File: src/rtl/alu_ctrl_pkg.sv
// Shared types and constants for the ALU sequencing front end:
// FSM states, ALU op codes, instruction layout and status flag positions.
package alu_ctrl_pkg;

    localparam int NUM_REGS = 4;
    localparam int REG_AW   = 2;
    localparam int DATA_W   = 8;
    localparam int INSTR_W  = 16;
    localparam int CTRL_W   = 4;
    localparam int FLAG_W   = 3;

    // Instruction field bit positions (LSB of each field)
    localparam int MODE_BIT = 15;
    localparam int OP_LSB   = 12;
    localparam int RD_LSB   = 10;
    localparam int RA_LSB   = 8;
    localparam int RB_LSB   = 6;
    localparam int IMM_LSB  = 0;

    localparam logic MODE_ALU = 1'b0;
    localparam logic MODE_LDI = 1'b1;

    // Status flag bit indices within {Z,N,C}
    localparam int FLAG_Z = 2;
    localparam int FLAG_N = 1;
    localparam int FLAG_C = 0;

    typedef enum logic [1:0] {
        ST_IDLE      = 2'd0,
        ST_DECODE    = 2'd1,
        ST_EXECUTE   = 2'd2,
        ST_WRITEBACK = 2'd3
    } state_t;

    typedef enum logic [2:0] {
        OP_ADD = 3'b000,
        OP_SUB = 3'b001,
        OP_SHL = 3'b010,
        OP_SHR = 3'b011,
        OP_NOT = 3'b100,
        OP_AND = 3'b101,
        OP_OR  = 3'b110,
        OP_XOR = 3'b111
    } alu_op_t;

    // Instruction word view; 'low' is rb in [7:6] for ALU mode, the immediate for LDI
    typedef struct packed {
        logic              mode;
        logic [2:0]        op;
        logic [REG_AW-1:0] rd;
        logic [REG_AW-1:0] ra;
        logic [DATA_W-1:0] low;
    } instr_t;

endpackage

File: src/rtl/alu_control_unit_if.sv
// Instruction handshake plus the ALU control/operand/result bus.
// Signal names are from the control unit's point of view.
interface alu_control_unit_if;
    import alu_ctrl_pkg::*;

    logic                i_Instr_Valid;
    logic [INSTR_W-1:0]  i_Instr;
    logic                o_Instr_Ready;
    logic [CTRL_W-1:0]   o_Control_ALU;
    logic [INSTR_W-1:0]  o_Operandos;
    logic [DATA_W-1:0]   i_Resultado;
    logic [FLAG_W-1:0]   i_Banderas_Estado;

    // Control unit side: takes instructions, initiates ALU operations
    modport master (
        input  i_Instr_Valid, i_Instr, i_Resultado, i_Banderas_Estado,
        output o_Instr_Ready, o_Control_ALU, o_Operandos
    );

    // Instruction source and ALU side
    modport slave (
        output i_Instr_Valid, i_Instr, i_Resultado, i_Banderas_Estado,
        input  o_Instr_Ready, o_Control_ALU, o_Operandos
    );
endinterface

File: src/rtl/alu_regfile.sv
// 4x8 register file: one synchronous write port, three combinational
// read ports (two source operands and a debug port), asynchronous clear.
module alu_regfile
    import alu_ctrl_pkg::*;
(
    input  logic              clk_i,
    input  logic              rst_ni,
    input  logic              we_i,
    input  logic [REG_AW-1:0] waddr_i,
    input  logic [DATA_W-1:0] wdata_i,
    input  logic [REG_AW-1:0] ra_addr_i,
    output logic [DATA_W-1:0] ra_data_o,
    input  logic [REG_AW-1:0] rb_addr_i,
    output logic [DATA_W-1:0] rb_data_o,
    input  logic [REG_AW-1:0] dbg_addr_i,
    output logic [DATA_W-1:0] dbg_data_o
);

    logic [DATA_W-1:0] mem_q [NUM_REGS];

    // Write port; reset clears every register
    always_ff @(posedge clk_i or negedge rst_ni) begin
        if (!rst_ni) begin
            for (int i = 0; i < NUM_REGS; i++) begin
                mem_q[i] <= '0;
            end
        end else if (we_i) begin
            mem_q[waddr_i] <= wdata_i;
        end
    end

    assign ra_data_o  = mem_q[ra_addr_i];
    assign rb_data_o  = mem_q[rb_addr_i];
    assign dbg_data_o = mem_q[dbg_addr_i];

endmodule

File: src/rtl/alu_control_unit.sv
// Sequencer between the instruction source and the ALU. Accepts one
// instruction at a time, reads sources, runs the ALU for one cycle,
// captures result/flags and writes back into the register file.
module alu_control_unit
    import alu_ctrl_pkg::*;
(
    input  logic                i_Clk,
    input  logic                i_Reset_n,
    alu_control_unit_if.master  bus,
    output logic                o_Done,
    output logic [DATA_W-1:0]   o_Result,
    output logic [FLAG_W-1:0]   o_Flags,
    input  logic [REG_AW-1:0]   i_Read_Addr,
    output logic [DATA_W-1:0]   o_Read_Data
);

    state_t              state_q, state_d;
    instr_t              instr_in;
    logic                accept;
    logic                wb_en;
    logic [DATA_W-1:0]   wb_data;
    logic [DATA_W-1:0]   ra_data, rb_data;

    // Latched instruction fields (sources are consumed at accept time)
    logic                mode_q;
    logic [2:0]          op_q;
    logic [REG_AW-1:0]   rd_q;
    logic [DATA_W-1:0]   imm_q;

    logic [INSTR_W-1:0]  operands_q;
    logic [DATA_W-1:0]   alu_res_q, result_q;
    logic [FLAG_W-1:0]   alu_flags_q, flags_q;

    assign instr_in = instr_t'(bus.i_Instr);
    assign accept   = bus.i_Instr_Valid && (state_q == ST_IDLE);
    assign wb_data  = (mode_q == MODE_LDI) ? imm_q : alu_res_q;

    // Sources are read straight from the incoming word while idle; the
    // previous write-back has already landed by then, so rd==ra/rb chains work.
    alu_regfile u_regfile (
        .clk_i      (i_Clk),
        .rst_ni     (i_Reset_n),
        .we_i       (wb_en),
        .waddr_i    (rd_q),
        .wdata_i    (wb_data),
        .ra_addr_i  (instr_in.ra),
        .ra_data_o  (ra_data),
        .rb_addr_i  (instr_in.low[7:6]),
        .rb_data_o  (rb_data),
        .dbg_addr_i (i_Read_Addr),
        .dbg_data_o (o_Read_Data)
    );

    // FSM state register
    always_ff @(posedge i_Clk or negedge i_Reset_n) begin
        if (!i_Reset_n) begin
            state_q <= ST_IDLE;
        end else begin
            state_q <= state_d;
        end
    end

    // FSM next-state logic; LDI skips the ALU cycle
    always_comb begin
        state_d = state_q;
        case (state_q)
            ST_IDLE:      if (accept) state_d = ST_DECODE;
            ST_DECODE:    state_d = (mode_q == MODE_LDI) ? ST_WRITEBACK : ST_EXECUTE;
            ST_EXECUTE:   state_d = ST_WRITEBACK;
            ST_WRITEBACK: state_d = ST_IDLE;
            default:      state_d = ST_IDLE;
        endcase
    end

    // FSM outputs: ready only when idle, ALU enable only in EXECUTE
    always_comb begin
        bus.o_Instr_Ready = 1'b0;
        bus.o_Control_ALU = '0;
        o_Done            = 1'b0;
        wb_en             = 1'b0;
        case (state_q)
            ST_IDLE:      bus.o_Instr_Ready = 1'b1;
            ST_DECODE:    bus.o_Control_ALU = {1'b0, op_q};
            ST_EXECUTE:   bus.o_Control_ALU = {1'b1, op_q};
            ST_WRITEBACK: begin
                o_Done = 1'b1;
                wb_en  = 1'b1;
            end
            default: ;
        endcase
    end

    // Instruction latch, operand register, ALU capture and status registers
    always_ff @(posedge i_Clk or negedge i_Reset_n) begin
        if (!i_Reset_n) begin
            mode_q      <= MODE_ALU;
            op_q        <= '0;
            rd_q        <= '0;
            imm_q       <= '0;
            operands_q  <= '0;
            alu_res_q   <= '0;
            alu_flags_q <= '0;
            result_q    <= '0;
            flags_q     <= '0;
        end else begin
            if (accept) begin
                mode_q     <= instr_in.mode;
                op_q       <= instr_in.op;
                rd_q       <= instr_in.rd;
                imm_q      <= instr_in.low;
                operands_q <= {rb_data, ra_data};
            end
            if (state_q == ST_EXECUTE) begin
                alu_res_q   <= bus.i_Resultado;
                alu_flags_q <= bus.i_Banderas_Estado;
            end
            if (wb_en) begin
                result_q <= wb_data;
                if (mode_q == MODE_ALU) begin
                    flags_q <= alu_flags_q;
                end
            end
        end
    end

    assign bus.o_Operandos = operands_q;
    assign o_Result        = result_q;
    assign o_Flags         = flags_q;

endmodule

File: src/flat_wrapper.sv
// flat-port wrapper written by rule: the top's interface ports become plain ports
module alu_control_unit_flat import alu_ctrl_pkg::*;
  (i_Clk, i_Reset_n, o_Done, o_Result, o_Flags, i_Read_Addr, o_Read_Data, bus_i_Instr_Valid, bus_i_Instr, bus_i_Resultado, bus_i_Banderas_Estado, bus_o_Instr_Ready, bus_o_Control_ALU, bus_o_Operandos);
  alu_control_unit_if bus_i ();
  input  logic i_Clk;
  input  logic i_Reset_n;
  output logic o_Done;
  output logic [DATA_W-1:0] o_Result;
  output logic [FLAG_W-1:0] o_Flags;
  input  logic [REG_AW-1:0] i_Read_Addr;
  output logic [DATA_W-1:0] o_Read_Data;
  input wire logic [$bits(bus_i.i_Instr_Valid)-1:0] bus_i_Instr_Valid;
  input wire logic [$bits(bus_i.i_Instr)-1:0] bus_i_Instr;
  input wire logic [$bits(bus_i.i_Resultado)-1:0] bus_i_Resultado;
  input wire logic [$bits(bus_i.i_Banderas_Estado)-1:0] bus_i_Banderas_Estado;
  output wire logic [$bits(bus_i.o_Instr_Ready)-1:0] bus_o_Instr_Ready;
  output wire logic [$bits(bus_i.o_Control_ALU)-1:0] bus_o_Control_ALU;
  output wire logic [$bits(bus_i.o_Operandos)-1:0] bus_o_Operandos;
  assign bus_i.i_Instr_Valid = bus_i_Instr_Valid;
  assign bus_i.i_Instr = bus_i_Instr;
  assign bus_i.i_Resultado = bus_i_Resultado;
  assign bus_i.i_Banderas_Estado = bus_i_Banderas_Estado;
  assign bus_o_Instr_Ready = bus_i.o_Instr_Ready;
  assign bus_o_Control_ALU = bus_i.o_Control_ALU;
  assign bus_o_Operandos = bus_i.o_Operandos;
  alu_control_unit u_core (.i_Clk(i_Clk), .i_Reset_n(i_Reset_n), .bus(bus_i), .o_Done(o_Done), .o_Result(o_Result), .o_Flags(o_Flags), .i_Read_Addr(i_Read_Addr), .o_Read_Data(o_Read_Data));
endmodule
File: config.mk
export PLATFORM = sky130hd
export DESIGN_NAME = alu_control_unit_flat
export DESIGN_NICKNAME = d
export VERILOG_FILES = /design/src/rtl/alu_ctrl_pkg.sv /design/src/rtl/alu_control_unit_if.sv /design/src/rtl/alu_regfile.sv /design/src/rtl/alu_control_unit.sv /design/src/flat_wrapper.sv
export SDC_FILE = /design/constraint.sdc
export NUM_CORES = 1
export LEC_CHECK = 0
export ABC_AREA = 1
export BUFFER_PORTS_ARGS = -buffer_cell sky130_fd_sc_hd__buf_2
export CAP_MARGIN = 20
export CORE_MARGIN = 5
export CORE_UTILIZATION = 51
export CTS_CLUSTER_SIZE = 25
export DETAILED_ROUTE_END_ITERATION = 6
export GPL_TIMING_DRIVEN = 0
export PLACE_DENSITY = 0.81
export SETUP_SLACK_MARGIN = 0.05
export SKIP_LAST_GASP = 1
export SLEW_MARGIN = 20
export SYNTH_ARGS = -nofsm -noshare
export SYNTH_HDL_FRONTEND = slang
export SYNTH_HIERARCHICAL = 1
export SYNTH_SLANG_ARGS = --single-unit
File: constraint.sdc
create_clock -name i_Clk -period 1.25 [get_ports i_Clk]
set_clock_uncertainty 0.1 [all_clocks]
set_input_delay 0.1875 -clock i_Clk [delete_from_list [all_inputs] [get_ports i_Clk]]
set_output_delay 0.1875 -clock i_Clk [all_outputs]
set_load 0.05 [all_outputs]
=== Yosys cells after proc, flatten, opt, wreduce, memory -nomap -nowiden ===
Cells that the tools add are included.

* Add/subtract/negate cells: 0
* $mul: 0
* Div/mod/pow operators: 0
* $lt $le $gt $ge: 5
* Equal/unequal tests: 4
* Shifts and indexed selects: 0
* Mux-type cells: 19
* Bitwise gates (word level): 5
* Reductions and logical operators: 4

{| class="wikitable"
|+ Operators with widths
! operator !! number
|-
| two-way mux 8 bit || 8
|-
| binary-select mux 8 bit (select 2 bit) || 3
|-
| bitwise mux 32 bit || 1
|-
| demux 8 bit (select 2 bit) || 1
|-
| greater-or-equal comparator 3 bit, second input constant || 4
|-
| NOT 2 -> 3 bit || 4
|-
| one-hot mux 2 bit (4 select lines) || 1
|-
| one-hot mux 4 bit (2 select lines) || 1
|-
| equality test 2 bit, second input constant || 2
|-
| less-than comparator 3 x 1 -> 1 bit, second input constant || 1
|-
| two-way mux 1 bit || 3
|-
| equality test 2 x 1 -> 1 bit, second input constant || 1
|-
| logical AND 1 bit || 2
|-
| zero test 2 bit || 1
|-
| two-way mux 2 bit || 1
|-
| inequality test 2 x 1 -> 1 bit, second input constant || 1
|-
| AND reduction 2 bit || 1
|-
| NOT 1 bit || 1
|}

* Register bits: 86
* Bits in latches: 0
* Memory bits (writable): 0
* ROM bits: 0
* Input port bits: 32
* Output and inout bits: 41
* Word-level logic and storage cells: 51
* Memories kept: 0

=== Logic depth before layout (Yosys ltp) ===
Gate-level depths: netlist of run 1.

* Word-level depth: 6
* Mapped depth: 8
* Gate-level depth less buffers: 6

=== Modules after synthesis ===
The synthesis of run 1 kept the hierarchy.

{| class="wikitable"
|+ By module, submodules not included
! module !! instances !! cells an instance !! area an instance (um^2) !! seq. area each (um^2)
|-
| alu_control_unit || 1 || 269 || 2327.2 || 1351.3
|-
| alu_regfile || 1 || 359 || 2316.0 || 800.8
|}

=== Worst setup path after synthesis of run 1 ===
Ideal clock, no wire load.

* Path kind: register to output
* From: reg u_core.state_q[0]
* To: out bus_o_Control_ALU[0]
* Arrival time: 1520 ps
* Data required time: 962 ps
* Slack: -557 ps
* Cell stages (with the launch flop): 5
* Buffers on the path: 0
* Cells stage by stage: dfrtp_1 > inv_1 > ha_1 > o21ai_0 > nor2_1

* Longest elaborated chain between the ends: 2
* Elaborated cells on any way between the ends: 3
* Those cells by class: eq/ne: 2; mux: 1

{| class="wikitable"
|+ Ends and longest elaborated chain
! item !! RTL line !! RTL
|-
| from (decl) || alu_control_unit.sv:17 || <nowiki>state_t state_q, state_d;</nowiki>
|-
| from (signal assigned) || alu_control_unit.sv:59 || <nowiki>state_q <= state_d;</nowiki>
|-
| equality test 2 bit or equality test 2 x 1 -> 1 bit (tied branches) || alu_control_unit.sv:81 || <nowiki>case (state_q)</nowiki>
|-
| one-hot mux 4 bit (2 select lines) * || alu_control_unit.sv:81 ||
|-
| to (decl) || flat_wrapper.sv:17 || <nowiki>output wire logic [$bits(bus_i.o_Control_ALU)-1:0] bus_o_Control_ALU;</nowiki>
|}

Every way passes the cells marked *; elsewhere a longest branch is shown, timed or not.

=== Final worst setup path of run 1 ===
* From: reg u_core.state_q[1]
* To: out bus_o_Control_ALU[0]

The elaborated chain is that of the path after synthesis.

==> results of run 1 <==
-- stage by stage --
step / cells / area (sq um) / worst slack, ns
after floorplan: 628 / 4780 / -0.180
after global placement: 804 / 5260 / -0.954
after detailed placement: 805 / 5290 / -0.321
after CTS: 940 / 7360 / -0.563
after global routing: 978 / 8020 / -0.718
final: 978 / 8020 / -0.683
-- cell families after synthesis --
logic type / synth area share [%]
compound gates: 4.53
flops: 46.3
fa+ha+maj: 1.35
simple gates: 37.0
buf+inv: 10.8
-- cells in the mapped netlist, drive strengths merged --
library cell / number / area share, %
a21oi: 12 / 1.3
o21ai: 24 / 3.2
inv: 76 / 6.3
buf: 30 / 4.5
nand3: 85 / 10
and2: 8 / 1.1
dfrtp: 86 / 46
ha: 5 / 1.3
nand4: 16 / 2.2
nor2: 16 / 1.6
nand2: 270 / 22
-- metal layers --
layer	global-route usage [%]	vias to the layer above	wire length, microns
met4	19.1	0	2720
met3	6.91	304	3340
li1	-	2433	-
met1	38.1	2888	7680
met2	58.3	740	11100
met5	0	-	0
-- sequential cells by signal, summed over array words and instances (netlist names) --
| name | count |
|---|---|
| u_core/state_q | 2 |
| u_core/alu_flags_q | 3 |
| u_core/o_Result | 8 |
| u_core/rd_q | 2 |
| u_core/imm_q | 8 |
| u_core/op_q | 3 |
| u_core/u_regfile/mem_q | 32 |
| u_core/alu_res_q | 8 |
| u_core/bus.o_Operandos | 16 |
| u_core/o_Flags | 3 |
| u_core/mode_q | 1 |
-- power breakdown --
part	internal, mW	leakage (nW)	switching (mW)
clock network	0.795	0.101	1.29
logic	7.06	3.02	10.0
registers	4.10	1.05	1.17
-- repair_timing --
action / CTS / global route
hold buffers: 26 / 0
buffers inserted: 81 / 44
setup endpoints to repair: 127 / 127
endpoints found under the hold margin: 57 / 0
gates resized for setup: 261 / 116
cloned: 13 / 0
pin swaps: 34 / 36
-- path summary, 6_finish.rpt --
kind / slack [ns] / start / to
max reg2reg: -0.66 / u_core/state_q[0] / u_core/o_Flags[1]
min reg2reg: 0.42 / u_core/u_regfile/mem_q[20] / u_core/u_regfile/mem_q[20]
min: 0.21 / i_Reset_n / u_core/u_regfile/mem_q[16]
min in group i_Clk: 0.22 / bus_i_Instr[9] / u_core/bus.o_Operandos[2]
max in group asynchronous: 0.21 / i_Reset_n / u_core/op_q[0]
max: -0.68 / u_core/state_q[1] / bus_o_Control_ALU[0]
-- final cells by class --
cell class                      instances  area (sq um)  area share, %
Sequential cell                        86          2150           26.8
Clock buffer                            9           124           1.54
Tap cell                              108           135           1.68
Inverter                               76           297           3.70
Timing Repair Buffer                  228          2210           27.5
Buffer                                 27           272           3.39
Multi-Input combinational cell        437          2760           34.4
Clock inverter                          7          73.8          0.920
==> metrics.txt, run 1 <==
drt drc 49; Synth Area per Inst 7.39 sq um; Max Cap Viol 0; number of synthesis warnings 6; vias per cell 6.51; final number of setup-violating endpoints 105; worst skew pair latency 0.37 ns; LEAKAGE 4.17 nW; crit path DAT 1.65 ns; sequential area share after synthesis 46.3%; commonest cells after routing, fill and taps aside nand2_1 (175), buf_4 (112), dfrtp_1 (85); CP cell instances inv_4 -> ha_4 -> o21ai_4 -> nor2_4 -> buf_8; 1st-pass router iterations 7; Worst Tran Pin Value 0.471 ns; layout cells sized above 1 52.8%; largest net degree at the start of global routing 55; die width 105 microns; first-pass GRT wire length 29200 microns; Cell Rows 34; CTS tree built; Antenna diodes 0; layout filler cell count 304; grt total ovfl 0; P per Cell Area 3050 nW/um^2; Final Max Slew Viols 0; status finished, violations left; 1st-iter DRT viols 1053; Final Total Pwr 24.5 mW; crit-path max cell delay 0.46 ns; WP buf/inv 2; Root Driver clkbuf_8; cell depth of the worst setup path 5; fin crit share 155%; Area Growth Syn to Fin 72.7%; fin nets 902; PortBufs 68; Slew HR 68.6%; CP max stage cell dfrtp_2; Starting Density 52.7%; Syn Std Cell Area 4640 sq um; Die Area 11100 sq um; clock buffer depth 2; commonest non-fill, non-tap cell in the layout nand2_1; GPL Wtd Cong 0.925; Yosys cell types 21; Final WS setup -0.683 ns; Worst-path clk slew 0.11 ns; Die Y 105 microns; final core occ 91.1%; WL/cell 25.4 microns; clock sink count 86; initial antenna violation count 0; Synth Register Bits 86; maximum VDD drop 2170 uV; DR vias 6365; CTS Buf Count 9; Final min period 1.93 ns; Max Clk Rate 0.517 GHz; crit end category primary output; violated checks DRC, setup timing; RSZ-0062 raised after global routing yes; core area 8810 sq um; delay-heaviest family, CP flip-flops; syn_nets 665; Setup TNS -43.38 ns; vias in the first global route 5720; post-route ant nets 0; Hold Crit Class primary input to async pin; Crit Path Category register to primary output; Reg2Reg Depth 10; IO Pins 73; Worst Hold Slack 0.213 ns; DP HPWL 9660 microns; CP required 0.96 ns; GR Util All Layers 33.5%; Cells after Synth 628; Startpoint Class register; H-tree levels 3; final WL 24900 microns; number of hold violations in the final report 0; worst-path maximum fanout 4
(Power assumes the default switching activity.)
==> run 2, diff against run 1 <==
--- a/config.mk
+++ b/config.mk
@@ -15,7 +15,6 @@
 export GPL_TIMING_DRIVEN = 0
 export PLACE_DENSITY = 0.81
 export SETUP_SLACK_MARGIN = 0.05
-export SKIP_LAST_GASP = 1
 export SLEW_MARGIN = 20
 export SYNTH_ARGS = -nofsm -noshare
 export SYNTH_HDL_FRONTEND = slang
==> metrics.txt, run 2 (same netlist as run 1, synthesis figures left out) <==
Max Cap Viol 0 (unchanged); worst skew pair latency 0.40 ns (+0.03 ns); 1st-pass router iterations 7 (unchanged); Most flops, register u_core/u_regfile/mem_q; 1st-iter DRT viols 996 (-5.4%); Hold Crit Class primary input to async pin; post-route ant nets 0 (unchanged); drt drc 46 (-6.1%); status finished, violations left; CP required 0.96 ns (about the same); Worst-path clk slew 0.12 ns (about the same); Antenna diodes 0 (unchanged); GR Util All Layers 34.7% (+1.2 points); violated checks DRC, setup timing; Crit Path Category register to primary output; PortBufs 68 (unchanged); P per Cell Area 3090 nW/um^2 (+1.4%); Startpoint Class register; Worst Tran Pin Value 0.473 ns (+0.00182 ns); maximum VDD drop 2230 uV (+2.8%); grt total ovfl 0 (unchanged); fin crit share 153% (-1.2 points); commonest non-fill, non-tap cell in the layout nand2_1; commonest cells after routing, fill and taps aside nand2_1 (181), buf_4 (112), dfrtp_1 (84); H-tree levels 3 (unchanged); fin nets 909 (+0.78%); die width 105 microns (unchanged); Die Y 105 microns (unchanged); RSZ-0062 raised after global routing yes; first-pass GRT wire length 30100 microns (+3.1%); CTS Buf Count 9 (unchanged); Max Clk Rate 0.521 GHz (+0.75%); vias per cell 6.47 (-0.57%); initial antenna violation count 0 (unchanged); WL/cell 26.3 microns (+3.5%); core area 8810 sq um (unchanged); max reg flops 32 (unchanged); LEAKAGE 4.24 nW (+1.7%); DP HPWL 9660 microns (unchanged); Area Growth Syn to Fin 76.4%; Final WS setup -0.668 ns (+0.0144 ns); largest net degree at the start of global routing 55 (unchanged); number of hold violations in the final report 0 (unchanged); Cell Rows 34 (unchanged); Final min period 1.92 ns (-0.0144 ns); clock buffer depth 2 (unchanged); Starting Density 52.7% (unchanged); crit path DAT 1.63 ns (-0.02 ns); final number of setup-violating endpoints 117 (+11%); worst-path maximum fanout 3 (-1); Slew HR 68.5% (-0.12 points); DR vias 6374 (+0.14%); flop2flop setup slack -0.60 ns (+0.06 ns); crit end category primary output; Die Area 11100 sq um (unchanged); Root Driver clkbuf_8; IO Pins 73 (unchanged); vias in the first global route 5794 (+1.3%); pre-CTS setup slack -0.321 ns (unchanged); Final Max Slew Viols 0 (unchanged); CTS tree built; clock sink count 86 (unchanged); final core occ 93.0% (+2.0 points); GPL Wtd Cong 0.925 (unchanged); layout cells sized above 1 54.2% (+1.4 points); final WL 25900 microns (+4.3%)
-- run 2: where the power goes --
part / switching, mW / internal, mW / leakage [nW]
Clock: 1.34 / 0.795 / 0.101
Sequential: 1.22 / 4.10 / 1.05
Combinational: 10.4 / 7.43 / 3.09
-- run 2: worst max-delay path, cell delays in order, from the launching register on --
cell     delay, ns
dfrtp_2       0.46
inv_4         0.08
ha_4          0.29
o21ai_4       0.09
nor2_4        0.14
buf_8         0.16
-- run 2: what timing repair did --
| item | CTS | global route |
|---|---|---|
| setup buffers | 81 | 49 |
| cloned | 13 | 0 |
| setup endpoints to repair | 127 | 127 |
| pin swaps | 36 | 33 |
| resized for setup | 268 | 119 |
| hold buffers | 26 | 0 |
| hold endpoints to repair | 57 | 0 |
-- run 2: layout make-up --
type | count | area (sq um)
multi-input combinational | 437 | 2810
clock buffer | 9 | 124
fill | 269 | 613
clock inverter | 7 | 73.8
timing repair buffer | 234 | 2310
buffer | 28 | 292
tap | 108 | 135
sequential | 86 | 2150
inverter | 76 | 297
-- run 2: stage by stage --
stage	setup TNS (ns)	std cells	hold WS (ns)	power, mW	cell area (sq um)
detailed placement	-9.58	805	0.0688	13.6	5290
finish	-40.77	985	0.200	25.3	8190
global placement	-76.91	804	0.295	13.3	5260
global route	-42.77	985	0.253	25.9	8190
floorplan	-7.43	628	-0.208	11.4	4780
CTS	-31.35	940	0.166	20.3	7380
-- run 2: path summary, 6_finish.rpt --
kind,from,to,cells after the start
worst max-delay path,u_core/state_q[1],bus_o_Control_ALU[0],5
worst min-delay path,i_Reset_n,u_core/bus.o_Operandos[2],2
worst max register to register,u_core/state_q[1],u_core/u_regfile/mem_q[12],9
worst min register to register,u_core/u_regfile/mem_q[20],u_core/u_regfile/mem_q[20],2
max in group asynchronous,i_Reset_n,u_core/o_Result[1],3
min in group i_Clk,bus_i_Instr[9],u_core/bus.o_Operandos[0],5
-- run 2: metal layers --
| layer | track usage, % | vias to the layer above | part of all wire [%] |
|---|---|---|---|
| li1 | - | 2449 | - |
| met1 | 40.3 | 2903 | 32 |
| met2 | 59.2 | 722 | 44 |
| met3 | 6.97 | 300 | 14 |
| met4 | 20.9 | 0 | 11 |
| met5 | 0 | - | 0 |
==> run 3, diff against run 2 <==
--- a/config.mk
+++ b/config.mk
@@ -5,11 +5,10 @@
 export SDC_FILE = /design/constraint.sdc
 export NUM_CORES = 1
 export LEC_CHECK = 0
-export ABC_AREA = 1
-export BUFFER_PORTS_ARGS = -buffer_cell sky130_fd_sc_hd__buf_2
+export BUFFER_PORTS_ARGS = -buffer_cell sky130_fd_sc_hd__clkbuf_2
 export CAP_MARGIN = 20
 export CORE_MARGIN = 5
-export CORE_UTILIZATION = 51
+export CORE_UTILIZATION = 50
 export CTS_CLUSTER_SIZE = 25
 export DETAILED_ROUTE_END_ITERATION = 6
 export GPL_TIMING_DRIVEN = 0
==> metrics.txt, run 3 <==
Area Growth Syn to Fin 59.7%; Post-DP Area 4610 sq um (-13%); Syn Std Cell Area 4050 sq um (-13%); sequential area share after synthesis 53.1% (+6.7 points); Final min period 1.85 ns (-0.0711 ns); Reg2Reg Depth 6 (-3); number of synthesis warnings 6 (unchanged); Net Switching 7.84 mW (-40%); Crit Path Category register to primary output; violated checks setup timing; vias in the first global route 3196 (-45%); GPL Wtd Cong 0.764 (-17%); Starting Density 51.9% (-0.80 points); pre-CTS setup slack -0.477 ns (-0.156 ns); Async SR Flop Fraction 100% (unchanged); Worst Tran Pin Value 0.683 ns (+0.210 ns); commonest non-fill, non-tap cell in the layout dfrtp_1; Critical R2R Launch u_core/state_q[0]; sequential power share 26.2% (+5.2 points); crit end category primary output; flop2flop setup slack -0.59 ns (about the same); GR Util All Layers 23.6% (-11 points); largest net degree at the start of global routing 87 (+58%); layout cells sized above 1 70.9% (+17 points); Cell Int Power 12.6 mW (+2.4%); non-filler cells, final 514 (-48%); xor/xnor share of the synthesized area 0% (unchanged); max reg flops 32 (unchanged); Root Driver clkbuf_8; number of hold violations in the final report 0 (unchanged); Synth Flop Type dfrtp_1; area leader, netlist dfrtp_1; Worst-path clk slew 0.09 ns (-0.03 ns); Clk pwr share 9.2% (+0.8 points); Synth Area per Inst 17.2 sq um (+130%); fin nets 444 (-51%); initial antenna violation count 0 (unchanged); Final WS setup -0.597 ns (+0.0711 ns); commonest cells after routing, fill and taps aside dfrtp_1 (84), mux2_4 (60), buf_4 (50); gr busiest metal met2; status finished, violations left; Synth top cells by count dfrtp_1 (86), mux2_2 (77), mux4_2 (24), mux2_4 (16), buf_2 (7); DP HPWL 5640 microns (-42%); 1st-iter DRT viols 111 (-89%); Synth Area in Compound Gates 0.309% (-4.2 points); Antenna diodes 0 (unchanged); 1st-pass router iterations 4 (-3); Max Clk Rate 0.541 GHz (+3.8%); Hold Crit Class primary input to register; grt total ovfl 0 (unchanged); Most flops, register u_core/u_regfile/mem_q; R2R Path End u_core/o_Result[1]; switching share of power 38.3% (-13 points); Cell Rows 32 (-5.9%); Synth Area in Adders 1.54% (+0.20 points); FF+latch area 2150 sq um (unchanged); CTS Buf Count 9 (unchanged); Startpoint Class register; Post-Synth Simple-Gate Area 2.13% (-35 points); clock buffer depth 2 (unchanged); WL/cell 22.5 microns (-14%); met3 usage 6.53% (-0.44 points); Post-synth EDFFs 0 (unchanged); DR vias 2840 (-55%); CTS tree built; worst-path maximum fanout 4 (+1); LEAKAGE 3.09 nW (-27%); RSZ-0062 raised after global routing yes; first-pass GRT wire length 17600 microns (-42%); Combinational Power Share 64.6% (-6.0 points); Slew HR 54.5% (-14 points); clock sink count 86 (unchanged); synth top area cells dfrtp_1 (53%), mux2_2 (21%), mux4_2 (13%); Cells after Synth 236 (-62%); Yosys top cell area share 53.1% (+6.7 points); PortBufs 68 (unchanged); final number of setup-violating endpoints 101 (-14%); worst skew pair latency 0.36 ns (-0.04 ns); Synth Register Bits 86 (unchanged); core area 7810 sq um (-11%); worst hold start bus_i_Instr_Valid; CP required 0.96 ns (about the same); Die Area 10000 sq um (-9.9%); vias per cell 5.53 (-15%); Hold Path End u_core/state_q[1]; drt drc 0 (-100%); Hold Path Cell Cnt 3; met1 usage in global routing 27.4% (-13 points); post-route ant nets 0 (unchanged); area of the multi-input gates 2120 sq um (-24%); placed insts 406 (-50%); final WL 11600 microns (-55%); Yosys cell types 19 (-9.5%); H-tree levels 3 (unchanged); fin area 6470 sq um (-21%); fin crit share 148% (-5.7 points); Die Y 100 microns (-5.1%); IO Pins 73 (unchanged); most frequent cell after synthesis dfrtp_1; die width 100 microns (-5.1%); crit path DAT 1.56 ns (-0.07 ns); largest family of logic cells by synthesized area multiplexers; M2 GR Usage 42.9% (-16 points); P per Cell Area 3160 nW/um^2 (+2.2%); maximum VDD drop 2020 uV (-9.4%); Max Cap Viol 0 (unchanged); layout filler cell count 364 (+35%); syn_nets 273 (-59%); Final Max Slew Viols 0 (unchanged); mux cell area share after synthesis 41.1% (+41 points)
[run 3: cell types whose count changed in the layout (fill, tap and decap cells not counted), sizes merged, moves of 16 or more]
| cell | before | now |
|---|---|---|
| buf | 235 | 111 |
| clkbuf | 9 | 48 |
| inv | 80 | 2 |
| mux2 | 0 | 93 |
| mux4 | 0 | 24 |
| nand2 | 271 | 1 |
| nand3 | 85 | 1 |
| nand4 | 16 | 0 |
| nor2 | 16 | 0 |
| o21ai | 24 | 0 |
[run 3: critical path: stages, from the launching register on]
cell and delay [ns]:
dfrtp_2 0.45, inv_2 0.10, ha_2 0.21, o21a_4 0.14, and2_4 0.14, clkbuf_16 0.15
[run 3: logic make-up (layout without fill, tap and decap cells)]
family / Yosys count / after routing
muxes: 119 / 119
DFF: 86 / 86
buffers and inverters: 14 / 190
and+or+nand+nor: 10 / 10
adders and majority gates: 5 / 5
AOI/OAI and AO/OA: 2 / 2
[run 3: final cells by class]
cell class                 instances  area share [%]
clock buffer                      14            2.20
tap                              102            1.97
multi-input combinational        136            32.8
timing repair buffer             163            27.9
buffer                             9            1.22
inverter                           2           0.155
clock inverter                     2           0.541
sequential                        86            33.3
[run 3: through the flow]
stage / total power [mW] / TNS [ns] / util [%] / hold slack [ns]
after floorplan: 11.5 / -19.27 / - / -0.208
after global placement: 12.9 / -113.95 / 58.9 / 0.320
after detailed placement: 13.2 / -26.77 / 59.0 / 0.182
after CTS: 18.8 / -38.27 / 79.4 / 0.119
after global routing: 21.3 / -46.16 / 82.9 / 0.214
final: 20.5 / -42.36 / 82.9 / 0.236
[run 3: worst max path at each step]
stage	slack, ns	startpoint	to
4_1_cts	-0.63	u_core/state_q[1]	bus_o_Control_ALU[0]
3_3_place_gp	-1.19	i_Reset_n	u_core/state_q[1]
2_1_floorplan	-0.40	u_core/state_q[0]	u_core/u_regfile/mem_q[24]
3_5_place_dp	-0.48	u_core/state_q[1]	u_core/u_regfile/mem_q[30]
6_report	-0.60	u_core/state_q[1]	bus_o_Control_ALU[0]
5_1_grt	-0.68	u_core/state_q[1]	bus_o_Control_ALU[0]
[run 3: power by group through the flow]
| stage | Combinational, mW | Sequential [mW] | Clock, mW |
|---|---|---|---|
| after floorplan | 4.93 | 6.53 | 0 |
| after global placement | 7.73 | 5.16 | 0 |
| after detailed placement | 7.89 | 5.28 | 0 |
| after CTS | 11.7 | 5.13 | 1.90 |
| after global routing | 13.7 | 5.52 | 2.07 |
| final | 13.2 | 5.36 | 1.89 |
[run 3: what timing repair did]
action	4_1_cts	5_1_grt
setup buffers	47	23
pin swaps	1	1
hold buffers	26	0
hold endpoints to repair	111	0
gates resized for setup	133	75
setup endpoints to repair	127	127
gates cloned	5	0
[run 3: layer usage]
metal  vias up  routed length, microns
li1       1230                       -
met1      1473                    4360
met2       119                    6280
met3        18                     757
met4         0                     181
met5         -                       0
